$ cat src/rtl/apb_slave_regfile.sv
// Purpose  : APB completer register file of NREGS 32-bit words; the top word is a read-only ID.
// Latency  : Pready rises in the first access cycle, or after WAIT_CYCLES stalls when APB_SLV_WAIT_EN is defined.
// Backpress: Pready is held low during wait states; dropping Pselx in ACCESS aborts with no write.
//
// Ports:
//   Hclk, Hrstn        clock and synchronous active-low reset (rising edge)
//   Pselx, Penable     APB select and access-phase strobe from the bridge
//   Pwrite             1 = write, 0 = read
//   Paddr, Pwdata      byte address and write data; both sampled in the setup phase only
//   Prdata             read data; zero unless Pready=1
//   Pready, Pslverr    transfer complete and error response; Pslverr is zero unless Pready=1
//
// Build option: APB_SLV_WAIT_EN enables the wait-state counter.
// Without it, the slave completes with zero wait states.

module apb_slave_regfile #(
  parameter int unsigned NREGS       = 16,
  parameter int unsigned WAIT_CYCLES = 2,
  parameter logic [31:0] ID_VALUE    = 32'hA5B0_0001
) (
  input  logic        Hclk,
  input  logic        Hrstn,
  input  logic        Pselx,
  input  logic        Penable,
  input  logic        Pwrite,
  input  logic [31:0] Paddr,
  input  logic [31:0] Pwdata,
  output logic [31:0] Prdata,
  output logic        Pready,
  output logic        Pslverr
);

  localparam int unsigned IW = $clog2(NREGS);

  typedef enum logic {IDLE, ACCESS} state_t;

  state_t        state_q, state_d;
  logic [IW-1:0] lat_idx;
  logic          lat_write;
  logic [31:0]   lat_wdata;
  logic          lat_bad_addr;
  logic [31:0]   regs [NREGS];
  logic          setup;
  logic          cnt_done;
  logic          err;
  logic          commit;
  logic [31:0]   rd_val;

  assign setup = Pselx & ~Penable;

`ifdef APB_SLV_WAIT_EN
  logic [3:0] cnt;

  // Counter restarts at every setup and saturates at WAIT_CYCLES.
  // It holds its value if the bridge idles Penable while in ACCESS.
  always_ff @(posedge Hclk) begin
    if (!Hrstn) begin
      cnt <= '0;
    end else if (state_q == IDLE && setup) begin
      cnt <= '0;
    end else if (state_q == ACCESS && Pselx && Penable && cnt != WAIT_CYCLES[3:0]) begin
      cnt <= cnt + 4'd1;
    end
  end

  assign cnt_done = (cnt == WAIT_CYCLES[3:0]);
`else
  // This is a zero-wait slave, so the effective wait count is zero.
  localparam int unsigned EFF_WAIT = WAIT_CYCLES * 0;
  assign cnt_done = (EFF_WAIT == 0);
`endif

  assign Pready = (state_q == ACCESS) & Pselx & Penable & cnt_done;

  // A write to the ID word is refused.
  // It is reported the same way as a bad address.
  assign err    = lat_bad_addr | (lat_write & (lat_idx == IW'(NREGS - 1)));
  assign commit = Pready & lat_write & ~err;

  assign rd_val  = (lat_idx == IW'(NREGS - 1)) ? ID_VALUE : regs[lat_idx];
  assign Prdata  = (Pready & ~err & ~lat_write) ? rd_val : 32'h0;
  assign Pslverr = Pready & err;

  always_comb begin
    state_d = state_q;
    case (state_q)
      IDLE: begin
        // Penable without a preceding setup is ignored here.
        if (setup) state_d = ACCESS;
      end
      ACCESS: begin
        if (!Pselx)      state_d = IDLE;
        else if (Pready) state_d = IDLE;
      end
      default: state_d = IDLE;
    endcase
  end

  always_ff @(posedge Hclk) begin
    if (!Hrstn) state_q <= IDLE;
    else        state_q <= state_d;
  end

  // Reset takes priority, so a transfer in flight never commits.
  always_ff @(posedge Hclk) begin
    if (!Hrstn) begin
      lat_idx      <= '0;
      lat_write    <= 1'b0;
      lat_wdata    <= '0;
      lat_bad_addr <= 1'b0;
      for (int i = 0; i < int'(NREGS); i++) regs[i] <= '0;
    end else begin
      if (state_q == IDLE && setup) begin
        lat_idx      <= Paddr[IW+1:2];
        lat_write    <= Pwrite;
        lat_wdata    <= Pwdata;
        lat_bad_addr <= (Paddr[1:0] != 2'b00) | (Paddr[31:IW+2] != '0);
      end
      if (commit) regs[lat_idx] <= lat_wdata;
    end
  end

endmodule

$ cat config.mk
export PLATFORM = sky130hd
export DESIGN_NAME = apb_slave_regfile
export DESIGN_NICKNAME = d
export VERILOG_FILES = /design/src/rtl/apb_slave_regfile.sv
export SDC_FILE = /design/constraint.sdc
export NUM_CORES = 1
export LEC_CHECK = 0
export ABC_AREA = 0
export CORE_UTILIZATION = 27
export CTS_CLUSTER_DIAMETER = 50
export DETAILED_ROUTE_END_ITERATION = 6
export PLACE_DENSITY = 0.47
export SETUP_SLACK_MARGIN = 0.02
export SYNTH_ARGS = -nofsm -noshare
export SYNTH_HDL_FRONTEND = slang
export SYNTH_SLANG_ARGS = --single-unit
$ cat constraint.sdc
create_clock -name Hclk -period 5.3 [get_ports Hclk]
set_input_delay 1.59 -clock Hclk [delete_from_list [all_inputs] [get_ports Hclk]]
set_output_delay 1.59 -clock Hclk [all_outputs]
set_load 0.02 [all_outputs]
==> flow_summary.json <==
{
  "crit_path_end_kind": "primary output",
  "synth_ff_type": "edfxtp_1",
  "final_nets": 1827,
  "hp-class": "reg -> reg",
  "slew_viol_final": 0,
  "wl_per_cell_um": 23.94,
  "area_growth_pct": 21.78,
  "rsz0062_at_grt": "no",
  "cts_root_buf": "clkbuf_16",
  "synth_commonest_cells": "edfxtp_1, and2_1, mux4_2",
  "start_kind": "primary input",
  "yosysSeqAreaShare_pct": 65.24,
  "synth_top_area_cell": "edfxtp_1",
  "coreArea_um2": 90700,
  "stdcell_area_um2": 30310,
  "cts_htree_levels": 3,
  "finClkSkew_ps": 37.79,
  "nFillCells": 8724,
  "multi_input_area_um2": 8010,
  "grt_util_all_layers_pct": 15.53,
  "synth_area_leaders": "edfxtp_1, and2_1, mux4_2",
  "grt_first_pass_wirelength_um": 104100,
  "synthCells": 1614,
  "whs_path_depth": 2,
  "finalCriticalPeriod_ps": 5130,
  "area.sequential_um2": 16250,
  "start_util_pct": 27.44,
  "die_w_um": 305.6,
  "crit_required_ps": 3710,
  "grt_max_degree": 52,
  "fin_setup_tns_ps": 0,
  "async_reset_ff_share_pct": 0,
  "cts_made_buffers": 82,
  "crit_path_max_fanout": 8,
  "yosysUniqueCellTypes": 34,
  "syn_area_per_cell_um2": 15.42,
  "clock.fmax_mhz": 194.9,
  "fp-row-count": 110,
  "pin_count": 103,
  "powerDensity_nw_per_um2": 366.9,
  "die-area_um2": 93390,
  "vdd_drop_max_uv": 203.0,
  "cts_tree": "done",
  "max_cap_violations": 0,
  "ant_nets": 0,
  "drtIter0Drc": 1023,
  "ff2ff_path_depth": 5,
  "status": "complete, no violations",
  "drive_above_1_share_pct": 19.46,
  "grt_overflow": 0,
  "ys_warn_count": 0,
  "yosysMostFrequentCell": "edfxtp_1",
  "worstSetupPathType": "in -> out",
  "clockBufferDepth": 3,
  "antenna_found_initial": 10,
  "hold_viol": 0,
  "placed_cell_area_um2": 27520,
  "drc": 0,
  "worstHoldStart": "lat_wdata[13]",
  "firstDrtPassIters": 5,
  "min_to": "lat_wdata[13]",
  "vias_per_cell": 4.625,
  "syn-cell-area_um2": 24890,
  "period_share_pct": 96.79,
  "holdWs_ps": 644.7,
  "synth_seq_cells": 555,
  "vias": 13883,
  "worstMarginPinSlew_ps": 903.8,
  "yosysTopAreaCellShare_pct": 61.78,
  "dpl_worst_slack_ps": -225.1,
  "rrSetupSlack_ps": 2430,
  "synth-edff-count": 512,
  "r2r-start": "lat_idx[2]",
  "cp.arrival_ps": 3540,
  "grt_pass1_vias": 14713,
  "clk_pin_slew_ps": 50,
  "leakage_nw": 10.69,
  "portBuffers": 102,
  "r2r-end": "regs[10][13]",
  "routed_wl_um": 71880,
  "clkLatencyLatePin_ps": 630,
  "setup_viol": 0,
  "gp_congestion": 0.7435,
  "die_height_um": 305.6,
  "dp_hpwl_um": 40840,
  "max_slew_margin_pct": 39.63,
  "clock_sinks": 555,
  "worst_slack_ps": 170.3
}
==> what timing repair did <==
action                                  CTS  global route
hold buffers                              0             0
setup buffers                             0             0
endpoints found under the setup margin   31             6
resized for setup                        31             7
==> final cells by class <==
cell class | count | share of cell area (%)
Clock inverter | 48 | 1.994
Timing Repair Buffer | 168 | 5.776
Tap cell | 1176 | 4.855
Clock buffer | 102 | 7.291
Inverter | 2 | 0.02890
Sequential cell | 555 | 53.61
Multi-Input combinational cell | 949 | 26.43
Antenna cell | 2 | 0.01651
==> state kept, by name, summed over array words and instances (netlist names), named ones only <==
| signal | count |
|---|---|
| regs | 512 |
| lat_wdata | 32 |
| lat_idx | 4 |
| lat_bad_addr | 1 |
| lat_write | 1 |
| state_q | 1 |
==> cells in the final DEF, fill, tap and decap left out, drive strengths merged <==
| cell | synthesis | layout |
|---|---|---|
| bufinv | 0 | 10 |
| a22oi | 24 | 24 |
| nand4 | 3 | 3 |
| a2111o | 1 | 1 |
| o22ai | 24 | 24 |
| nor4b | 1 | 1 |
| dlygate4sd2 | 0 | 25 |
| and2 | 481 | 481 |
| nand2 | 80 | 80 |
| o221a | 1 | 1 |
| dfxtp | 43 | 43 |
| nor3 | 9 | 9 |
| clkinvlp | 0 | 10 |
| conb | 1 | 32 |
| nor4 | 16 | 16 |
| inv | 2 | 9 |
| clkdlybuf4s15 | 0 | 4 |
| clkbuf | 82 | 103 |
| nor2 | 3 | 3 |
| nand3 | 18 | 18 |
| and4 | 1 | 1 |
| a21oi | 38 | 38 |
| edfxtp | 512 | 512 |
| clkinv | 0 | 21 |
| mux2i | 80 | 80 |
| or2b | 1 | 1 |
| diode | 0 | 2 |
| nor3b | 2 | 2 |
| nand2b | 19 | 19 |
| mux4 | 112 | 112 |
| nor2b | 2 | 2 |
| clkdlybuf4s50 | 0 | 70 |
| buf | 57 | 68 |
| or3b | 1 | 1 |
==> cell families (layout without fill, tap and decap cells) <==
family / Yosys count / after routing / share of synthesized area [%]
other cells: 1 / 34 / 0.01507
simple gates: 637 / 637 / 15.91
buf+inv: 141 / 320 / 3.263
compound gates: 88 / 88 / 2.222
flops: 555 / 555 / 65.24
mux: 192 / 192 / 13.35
==> per-layer routing <==
metal  global-route usage (%)  routed length, µm  vias up
met2                    25.47              34310      382
met1                    21.15              32190     7182
met3                    2.510               4033       80
met4                    4.417               1340        0
li1                         -                  -     6239
met5                        0                  0        -
==> per-stage QoR <==
step | util (%) | power, W | std cells
4_1_cts | 33.40 | 0.01125 | 3000
6_report | 33.41 | 0.01112 | 3002
3_3_place_gp | 30.34 | 0.005676 | 2850
3_5_place_dp | 30.34 | 0.005681 | 2850
2_1_floorplan | - | 0.005377 | 1645
5_1_grt | 33.41 | 0.01147 | 3000
==> worst max path at each step <==
| stage | start | end | slack (ps) |
|---|---|---|---|
| final | Pselx | Prdata[31] | 170 |
| after global routing | Pselx | Prdata[23] | 30 |
| after CTS | Pselx | Prdata[20] | 80 |
| after detailed placement | Pselx | Prdata[23] | -230 |
| after global placement | Pselx | Prdata[21] | -220 |
| after floorplan | Penable | Prdata[10] | 620 |
==> worst max-delay path: stages <==
cell and delay, ps:
clkdlybuf4s50_1 500, nand3_1 100, buf_4 170, buf_4 130, nor4_1 240, buf_4 250, a22oi_1 110, nand3_1 100
dlygate4sd2_1 340
==> where the power goes <==
group          total (W)  internal [W]  switching (W)
clock            0.00555       0.00348        0.00207
combinational   0.000541      0.000229       0.000311
sequential       0.00503       0.00493       0.000101
Power figures use the tool's default switching activity.
